==> src/rtl/rf_arb_pkg.sv <==
// ---------------------------------------------------------------------------
// rf_arb_pkg
// Shared types and constants for the register-file write arbiter:
//   AW / DW      register index width and data width
//   NREG         number of architectural registers (2**AW)
//   arb_state_t  starvation FSM states (IDLE, WAIT, DRAIN)
//   mdu_wr_t     one buffered MDU write: destination index + result data
// ---------------------------------------------------------------------------
package rf_arb_pkg;
    localparam int AW   = 5;
    localparam int DW   = 32;
    localparam int NREG = 2 ** AW;

    typedef enum logic [1:0] {
        IDLE,
        WAIT,
        DRAIN
    } arb_state_t;

    typedef struct packed {
        logic [AW-1:0] dest;
        logic [DW-1:0] data;
    } mdu_wr_t;
endpackage

==> src/rtl/rf_write_arbiter_if.sv <==
// ---------------------------------------------------------------------------
// rf_write_arbiter_if
// Bundles every non-clock signal of the arbiter.
//   WB side   : WBregWrite, WBwriteReg, WBresult
//   MDU side  : mduIssue, mduIssueReg, mduValid/mduReady, mduDest, mduResult
//   ID side   : idRs, idRt -> idStall
//   RF side   : rfRegWrite, rfWriteReg, rfWriteData
// master = the pipeline/MDU/register-file environment, slave = the arbiter.
// ---------------------------------------------------------------------------
interface rf_write_arbiter_if;
    import rf_arb_pkg::*;

    logic          WBregWrite;
    logic [AW-1:0] WBwriteReg;
    logic [DW-1:0] WBresult;
    logic          mduIssue;
    logic [AW-1:0] mduIssueReg;
    logic          mduValid;
    logic          mduReady;
    logic [AW-1:0] mduDest;
    logic [DW-1:0] mduResult;
    logic [AW-1:0] idRs;
    logic [AW-1:0] idRt;
    logic          idStall;
    logic          rfRegWrite;
    logic [AW-1:0] rfWriteReg;
    logic [DW-1:0] rfWriteData;

    modport master (
        output WBregWrite, WBwriteReg, WBresult,
        output mduIssue, mduIssueReg,
        output mduValid, mduDest, mduResult,
        output idRs, idRt,
        input  mduReady, idStall,
        input  rfRegWrite, rfWriteReg, rfWriteData
    );

    modport slave (
        input  WBregWrite, WBwriteReg, WBresult,
        input  mduIssue, mduIssueReg,
        input  mduValid, mduDest, mduResult,
        input  idRs, idRt,
        output mduReady, idStall,
        output rfRegWrite, rfWriteReg, rfWriteData
    );
endinterface

==> src/rtl/rf_arb_fifo.sv <==
// ---------------------------------------------------------------------------
// rf_arb_fifo
// Synchronous FIFO of mdu_wr_t entries buffering MDU results until the
// register-file write port is free.
//   clk, rst  clock, asynchronous active-high reset (flushes pointers/count)
//   i_push    write i_wdata at the edge (caller guarantees !o_full)
//   i_pop     drop the head at the edge (caller guarantees !o_empty)
//   o_head    current head entry (valid when !o_empty)
//   o_full    count == DEPTH
//   o_empty   count == 0
// ---------------------------------------------------------------------------
module rf_arb_fifo
    import rf_arb_pkg::*;
#(
    parameter int DEPTH = 2
)(
    input  logic    clk,
    input  logic    rst,
    input  logic    i_push,
    input  mdu_wr_t i_wdata,
    input  logic    i_pop,
    output mdu_wr_t o_head,
    output logic    o_full,
    output logic    o_empty
);
    localparam int PW = $clog2(DEPTH);
    localparam int CW = PW + 1;

    mdu_wr_t       r_mem [DEPTH];
    logic [PW-1:0] r_wptr;
    logic [PW-1:0] r_rptr;
    logic [CW-1:0] r_count;

    // Storage carries no reset; only pointers and count define validity.
    always_ff @(posedge clk) begin
        if (i_push) begin
            r_mem[r_wptr] <= i_wdata;
        end
    end

    // DEPTH is a power of two, so pointers wrap by natural overflow.
    always_ff @(posedge clk or posedge rst) begin
        if (rst) begin
            r_wptr  <= '0;
            r_rptr  <= '0;
            r_count <= '0;
        end else begin
            if (i_push) begin
                r_wptr <= r_wptr + PW'(1);
            end
            if (i_pop) begin
                r_rptr <= r_rptr + PW'(1);
            end
            case ({i_push, i_pop})
                2'b10:   r_count <= r_count + CW'(1);
                2'b01:   r_count <= r_count - CW'(1);
                default: r_count <= r_count;
            endcase
        end
    end

    assign o_head  = r_mem[r_rptr];
    assign o_full  = (r_count == CW'(DEPTH));
    assign o_empty = (r_count == '0);
endmodule

==> src/rtl/rf_write_arbiter.sv <==
// ---------------------------------------------------------------------------
// rf_write_arbiter
// Owns the register file's single write port. WB has fixed priority and is
// never stalled; MDU results queue in a small FIFO and take the port on any
// cycle WB does not write. A busy scoreboard of outstanding MDU destinations
// stalls ID on RAW hazards, and a starvation FSM forces ID stalls (bubbles
// that eventually free WB) when the FIFO head has been blocked too long.
//   clk, rst  clock, asynchronous active-high reset
//   bus       rf_write_arbiter_if.slave (WB, MDU, ID and RF signals)
// ---------------------------------------------------------------------------
module rf_write_arbiter
    import rf_arb_pkg::*;
#(
    parameter int FIFO_DEPTH   = 2,
    parameter int STARVE_LIMIT = 3
)(
    input  logic               clk,
    input  logic               rst,
    rf_write_arbiter_if.slave  bus
);
    localparam int SW = $clog2(STARVE_LIMIT + 1);

    mdu_wr_t           w_head;
    mdu_wr_t           w_wdata;
    logic              w_full;
    logic              w_empty;
    logic              w_push;
    logic              w_pop;
    logic              w_blocked;
    logic [NREG-1:0]   r_busy;
    logic [NREG-1:0]   w_set;
    logic [NREG-1:0]   w_clr;
    arb_state_t        r_state;
    arb_state_t        w_state_nxt;
    logic [SW-1:0]     r_cnt;
    logic [SW-1:0]     w_cnt_nxt;

    assign w_wdata   = '{dest: bus.mduDest, data: bus.mduResult};
    assign w_push    = bus.mduValid & ~w_full;
    assign w_pop     = ~bus.WBregWrite & ~w_empty;
    assign w_blocked = bus.WBregWrite & ~w_empty;

    rf_arb_fifo #(.DEPTH(FIFO_DEPTH)) u_fifo (
        .clk     (clk),
        .rst     (rst),
        .i_push  (w_push),
        .i_wdata (w_wdata),
        .i_pop   (w_pop),
        .o_head  (w_head),
        .o_full  (w_full),
        .o_empty (w_empty)
    );

    // Ready depends only on stored occupancy, never on mduValid.
    assign bus.mduReady = ~rst & ~w_full;

    // Grant mux: WB first, then FIFO head. A reg-0 target still consumes
    // the grant (and pops the head) but never asserts the write enable.
    always_comb begin
        bus.rfRegWrite  = 1'b0;
        bus.rfWriteReg  = '0;
        bus.rfWriteData = '0;
        if (!rst) begin
            if (bus.WBregWrite) begin
                bus.rfRegWrite  = (bus.WBwriteReg != '0);
                bus.rfWriteReg  = bus.WBwriteReg;
                bus.rfWriteData = bus.WBresult;
            end else if (!w_empty) begin
                bus.rfRegWrite  = (w_head.dest != '0);
                bus.rfWriteReg  = w_head.dest;
                bus.rfWriteData = w_head.data;
            end
        end
    end

    // Scoreboard: OR-ing the set mask after the clear makes an issue to a
    // register whose previous result drains this cycle leave it busy.
    always_comb begin
        w_set = '0;
        w_clr = '0;
        if (bus.mduIssue) begin
            w_set[bus.mduIssueReg] = 1'b1;
        end
        if (w_pop) begin
            w_clr[w_head.dest] = 1'b1;
        end
        w_set[0] = 1'b0;
    end

    always_ff @(posedge clk or posedge rst) begin
        if (rst) begin
            r_busy <= '0;
        end else begin
            r_busy <= (r_busy & ~w_clr) | w_set;
        end
    end

    assign bus.idStall = ~rst & (((bus.idRs != '0) & r_busy[bus.idRs]) |
                                 ((bus.idRt != '0) & r_busy[bus.idRt]) |
                                 (r_state == DRAIN));

    // Starvation FSM: r_cnt counts consecutive cycles the head lost to WB.
    always_ff @(posedge clk or posedge rst) begin
        if (rst) begin
            r_state <= IDLE;
            r_cnt   <= '0;
        end else begin
            r_state <= w_state_nxt;
            r_cnt   <= w_cnt_nxt;
        end
    end

    always_comb begin
        w_state_nxt = r_state;
        w_cnt_nxt   = r_cnt;
        unique case (r_state)
            IDLE: begin
                w_cnt_nxt = '0;
                if (w_blocked) begin
                    w_cnt_nxt   = SW'(1);
                    w_state_nxt = (STARVE_LIMIT <= 1) ? DRAIN : WAIT;
                end
            end
            WAIT: begin
                if (w_pop) begin
                    w_state_nxt = IDLE;
                    w_cnt_nxt   = '0;
                end else if (w_blocked) begin
                    w_cnt_nxt = r_cnt + SW'(1);
                    if (r_cnt + SW'(1) >= SW'(STARVE_LIMIT)) begin
                        w_state_nxt = DRAIN;
                    end
                end
            end
            DRAIN: begin
                if (w_pop) begin
                    w_state_nxt = IDLE;
                    w_cnt_nxt   = '0;
                end
            end
            default: begin
                w_state_nxt = IDLE;
                w_cnt_nxt   = '0;
            end
        endcase
    end
endmodule
==> src/flat_wrapper.sv <==
// flat-port wrapper written by rule: the top's interface ports become plain ports
module rf_write_arbiter_flat import rf_arb_pkg::*;
#(
    parameter int FIFO_DEPTH   = 2,
    parameter int STARVE_LIMIT = 3
)
  (clk, rst, bus_WBregWrite, bus_WBwriteReg, bus_WBresult, bus_mduIssue, bus_mduIssueReg, bus_mduValid, bus_mduDest, bus_mduResult, bus_idRs, bus_idRt, bus_mduReady, bus_idStall, bus_rfRegWrite, bus_rfWriteReg, bus_rfWriteData);
  rf_write_arbiter_if bus_i ();
  input  logic clk;
  input  logic rst;
  input wire logic [$bits(bus_i.WBregWrite)-1:0] bus_WBregWrite;
  input wire logic [$bits(bus_i.WBwriteReg)-1:0] bus_WBwriteReg;
  input wire logic [$bits(bus_i.WBresult)-1:0] bus_WBresult;
  input wire logic [$bits(bus_i.mduIssue)-1:0] bus_mduIssue;
  input wire logic [$bits(bus_i.mduIssueReg)-1:0] bus_mduIssueReg;
  input wire logic [$bits(bus_i.mduValid)-1:0] bus_mduValid;
  input wire logic [$bits(bus_i.mduDest)-1:0] bus_mduDest;
  input wire logic [$bits(bus_i.mduResult)-1:0] bus_mduResult;
  input wire logic [$bits(bus_i.idRs)-1:0] bus_idRs;
  input wire logic [$bits(bus_i.idRt)-1:0] bus_idRt;
  output wire logic [$bits(bus_i.mduReady)-1:0] bus_mduReady;
  output wire logic [$bits(bus_i.idStall)-1:0] bus_idStall;
  output wire logic [$bits(bus_i.rfRegWrite)-1:0] bus_rfRegWrite;
  output wire logic [$bits(bus_i.rfWriteReg)-1:0] bus_rfWriteReg;
  output wire logic [$bits(bus_i.rfWriteData)-1:0] bus_rfWriteData;
  assign bus_i.WBregWrite = bus_WBregWrite;
  assign bus_i.WBwriteReg = bus_WBwriteReg;
  assign bus_i.WBresult = bus_WBresult;
  assign bus_i.mduIssue = bus_mduIssue;
  assign bus_i.mduIssueReg = bus_mduIssueReg;
  assign bus_i.mduValid = bus_mduValid;
  assign bus_i.mduDest = bus_mduDest;
  assign bus_i.mduResult = bus_mduResult;
  assign bus_i.idRs = bus_idRs;
  assign bus_i.idRt = bus_idRt;
  assign bus_mduReady = bus_i.mduReady;
  assign bus_idStall = bus_i.idStall;
  assign bus_rfRegWrite = bus_i.rfRegWrite;
  assign bus_rfWriteReg = bus_i.rfWriteReg;
  assign bus_rfWriteData = bus_i.rfWriteData;
  rf_write_arbiter #(.FIFO_DEPTH(FIFO_DEPTH), .STARVE_LIMIT(STARVE_LIMIT)) u_core (.clk(clk), .rst(rst), .bus(bus_i));
endmodule
==> config.mk <==
export PLATFORM = sky130hd
export DESIGN_NAME = rf_write_arbiter_flat
export DESIGN_NICKNAME = d
export VERILOG_FILES = /design/src/rtl/rf_arb_pkg.sv /design/src/rtl/rf_write_arbiter_if.sv /design/src/rtl/rf_arb_fifo.sv /design/src/rtl/rf_write_arbiter.sv /design/src/flat_wrapper.sv
export SDC_FILE = /design/constraint.sdc
export NUM_CORES = 1
export LEC_CHECK = 0
export ABC_AREA = 1
export BUFFER_PORTS_ARGS = -buffer_cell sky130_fd_sc_hd__buf_2
export CAP_MARGIN = 15
export CORE_MARGIN = 2
export CORE_UTILIZATION = 55
export CTS_BUF_LIST = sky130_fd_sc_hd__clkbuf_4 sky130_fd_sc_hd__clkbuf_8
export DETAILED_ROUTE_END_ITERATION = 10
export GPL_ROUTABILITY_DRIVEN = 0
export PLACE_DENSITY = 0.81
export SLEW_MARGIN = 20
export SYNTH_ARGS = -nofsm -noshare
export SYNTH_HDL_FRONTEND = slang
export SYNTH_SLANG_ARGS = --single-unit
==> constraint.sdc <==
create_clock -name clk -period 7.12 [get_ports clk]
set_input_delay 1.424 -clock clk [delete_from_list [all_inputs] [get_ports clk]]
set_output_delay 1.424 -clock clk [all_outputs]
set_load 0.02 [all_outputs]
==> flow_summary_export.csv <==
group,metric,value,unit
run_status,outcome,"finished, final reports clean",
route,totalWireLength,14200,µm
synthesis,yosysWarningCount,0,
clock_tree,cts_buffers,17,
route,drcViolationCount,0,
finish,layout.nets,852,
route,ant_nets,0,
setup_path,r2r-start,"u_core.u_fifo.r_count[0]",
setup_path,cp.buffers_inverters,3,
timing,fin_crit,4.79,ns
timing,worst_pin_slew,0.990,ns
global_route,grt_pass1_wl,22400,µm
clock_tree,cts_root_buffer,"clkbuf_8",
clock_tree,post-cts-setup-buffers,0,
timing,relSlewSlack,33.9,%
route,via_per_inst,5.55,
synthesis,syn_area,5770,µm²
place,place_hpwl,9830,µm
global_route,grt_pass1_vias,4706,
timing,hold_viol,0,
clock_tree,cts_tree,"done",
pwr,sw_frac_of_total,36.5,%
timing,clock.fmax,0.209,GHz
clock_tree,cts.clk_slew.worst_paths,0.06,ns
place,portBuffers,133,
clock_tree,clock_sinks,114,
pwr,peakVddDrop,0.235,mV
synthesis,synth.distinct_cells,31,
timing,drv_slew,0,
timing,skew,0.00810,ns
clock_tree,max-clock-path-buffers,2,
die,die_area,11300,µm²
global_route,grt_max_degree,44,
timing,fin_setup_tns,0,ns
global_route,antenna_found_initial,0,
place,pre_cts_ws,2.33,ns
clock_tree,cts_hold_buf,0,
synthesis,seq_area_frac_synth,55.9,%
clock_tree,post_cts_resized,0,
pwr,seqPwrFrac,40.6,%
synthesis,syn-mean-instance-area,9.22,µm²
die,die_width,106,µm
pwr,internal-power,1.61,mW
setup_path,critPathRequiredTime,5.70,ns
synthesis,ys_seq_elements,114,
worst_hold_path,min-delay-start,"u_core.r_cnt[0]",
global_route,grt-ovfl-total,0,
setup_path,cp-start-kind,"primary input",
job,maxCapViolations,0,
setup_path,cpMostUsedCell,"buf_2",
timing,finalCritPeriodShare,67.2,%
setup_path,path_delay_family,"simple AND/OR/NAND/NOR gates",
die,start_util,56.1,%
setup_path,crit_fanout,43,
die,num_rows,37,
route,routedWlPerCell,15.7,µm
timing,whs,0.494,ns
pwr,comb_power_share,35.3,%
pwr,p_sw,926,µW
route,vias,5024,
setup_path,critPathArrivalTime,3.36,ns
setup_path,critPathSlowestCell,"nor2_4",
finish,area_delta_synth_final,20.5,%
pwr,powerDensity,365,nW/µm²
die,die_height,106,µm
worst_hold_path,hold_path.class,"register to register",
pwr,power_frac_clock,24.0,%
setup_path,crit_chain,"buf_2, nor2_4, inv_2, nor2_2, a21oi_1, nor2_1, buf_2",
pwr,leakagePower,3.14,nW
pwr,finalPower,2.54,mW
route,drt_iter0_drc,459,
finish,drive_above_1_share,28.3,%
timing,grt_setup_unrepaired,"false",
finish,antenna-diode-count,0,
route,drt-pass1-iter-count,7,
clock_tree,cts.htree.levels,4,
synthesis,synthCells,626,
clock_tree,clk_latency,0.43,ns
die,io_pins,134,
die,core_area,10300,µm²
setup_path,worstSetupEndpointType,"output port",
timing,setup_ws,2.33,ns
setup_path,crit_path_max_incr_delay,0.87,ns
synthesis,synth_fp_nets,722,
global_route,track_usage,25.3,%
setup_path,crit_start,"bus_WBregWrite",
timing,setup_viol,0,
setup_path,crit_type,"primary input to output port",
## placed cells by master, fill, tap and decap left out, types with 3 or more instances in the layout
cell,n
o211ai_1,5
nor2_1,22
xor2_1,3
mux2_2,32
nand2_1,169
o21ai_0,60
dfrtp_1,40
nand3_1,54
clkinv_2,3
o21ai_2,3
inv_2,3
inv_1,61
nand2_2,3
clkbuf_8,21
buf_2,133
a21oi_1,41
edfxtp_1,74
nor2_4,5
o21ai_1,13
## metal layers
layer  part of all wire [%]  wire, µm  global-route usage (%)
met5                      0         0                       0
met4                    1.7       242                    8.35
met3                    8.4      1180                    6.62
met2                     49      6900                    40.6
met1                     41      5840                    33.8
## state kept, by name, indices dropped and copies added, names as in the netlist
| signal | cells |
|---|---|
| u_core.r_busy | 32 |
| u_core.r_cnt | 2 |
| u_core.r_state | 2 |
| u_core.u_fifo.r_count | 2 |
| u_core.u_fifo.r_mem | 74 |
| u_core.u_fifo.r_rptr | 1 |
| u_core.u_fifo.r_wptr | 1 |
## per-stage QoR
step / cells / cell area, µm² / utilization, %
after CTS: 903 / 6910 / 67.2
final: 905 / 6950 / 67.7
after floorplan: 626 / 5770 / -
after detailed placement: 871 / 6500 / 63.2
after global routing: 905 / 6950 / 67.7
after global placement: 871 / 6500 / 63.2
## cells by family (layout without fill, tap and decap cells)
| group | Yosys count | count (layout) | synth area share (%) |
|---|---|---|---|
| xor+xnor | 4 | 4 | 0.607 |
| simple gates | 255 | 255 | 18.4 |
| flops | 114 | 114 | 55.9 |
| fa+ha+maj | 2 | 2 | 0.434 |
| buf+inv | 91 | 234 | 6.61 |
| compound gates | 128 | 128 | 11.9 |
| mux | 32 | 32 | 6.25 |
## path summary, 6_finish.rpt
check,slack (ns),endpoint,cells after the start
min in group asynchronous,1.21,u_core.u_fifo.r_wptr,2
worst max register to register,4.76,u_core.r_busy[18],5
max in group asynchronous,5.22,u_core.r_busy[13],3
worst min-delay path,0.49,u_core.r_cnt[0],2
worst min register to register,0.49,u_core.r_cnt[0],2
worst max-delay path,2.33,bus_rfWriteReg[0],7
## worst reg2reg max path, stage by stage, from the launching register on
cell and delay (ns):
dfrtp_1 0.44, nor2_1 0.12, nor2_4 0.76, nand3_1 0.52, o21ai_0 0.29, o21ai_0 0.11
## power groups by stage
stage	Clock (mW)	Combinational, mW	Sequential [mW]
after floorplan	0	0.657	1.01
after global placement	0	0.830	1.03
after detailed placement	0	0.865	1.04
after CTS	0.610	0.871	1.03
after global routing	0.638	1.00	1.05
final	0.610	0.896	1.03
## cell usage after synthesis, drive strengths merged
library cell / count / area share (%)
nor2: 28 / 2.3
buf: 18 / 1.9
inv: 64 / 4.2
nand2: 172 / 11
o211ai: 5 / 0.65
dfrtp: 40 / 17
mux2: 32 / 6.2
o2111ai: 1 / 0.15
a31oi: 2 / 0.22
clkinv: 1 / 0.065
o21ai: 76 / 6.8
clkbuf: 8 / 0.52
xnor2: 1 / 0.15
or2: 1 / 0.11
o31ai: 1 / 0.13
xor2: 3 / 0.46
edfxtp: 74 / 39
nand3: 54 / 4.7
a21oi: 41 / 3.6
o41ai: 1 / 0.15
ha: 2 / 0.43
a211oi: 1 / 0.22
## cell type report
| class | count | area [µm²] |
|---|---|---|
| clock buffers | 23 | 304 |
| well taps | 136 | 170 |
| clock inverters | 9 | 104 |
| flip-flops and latches | 114 | 3220 |
| fillers | 810 | 3320 |
| inverters | 65 | 244 |
| repair buffers | 137 | 728 |
| multi-input cells | 421 | 2180 |
No activity file was read; power rests on OpenSTA's default activity.
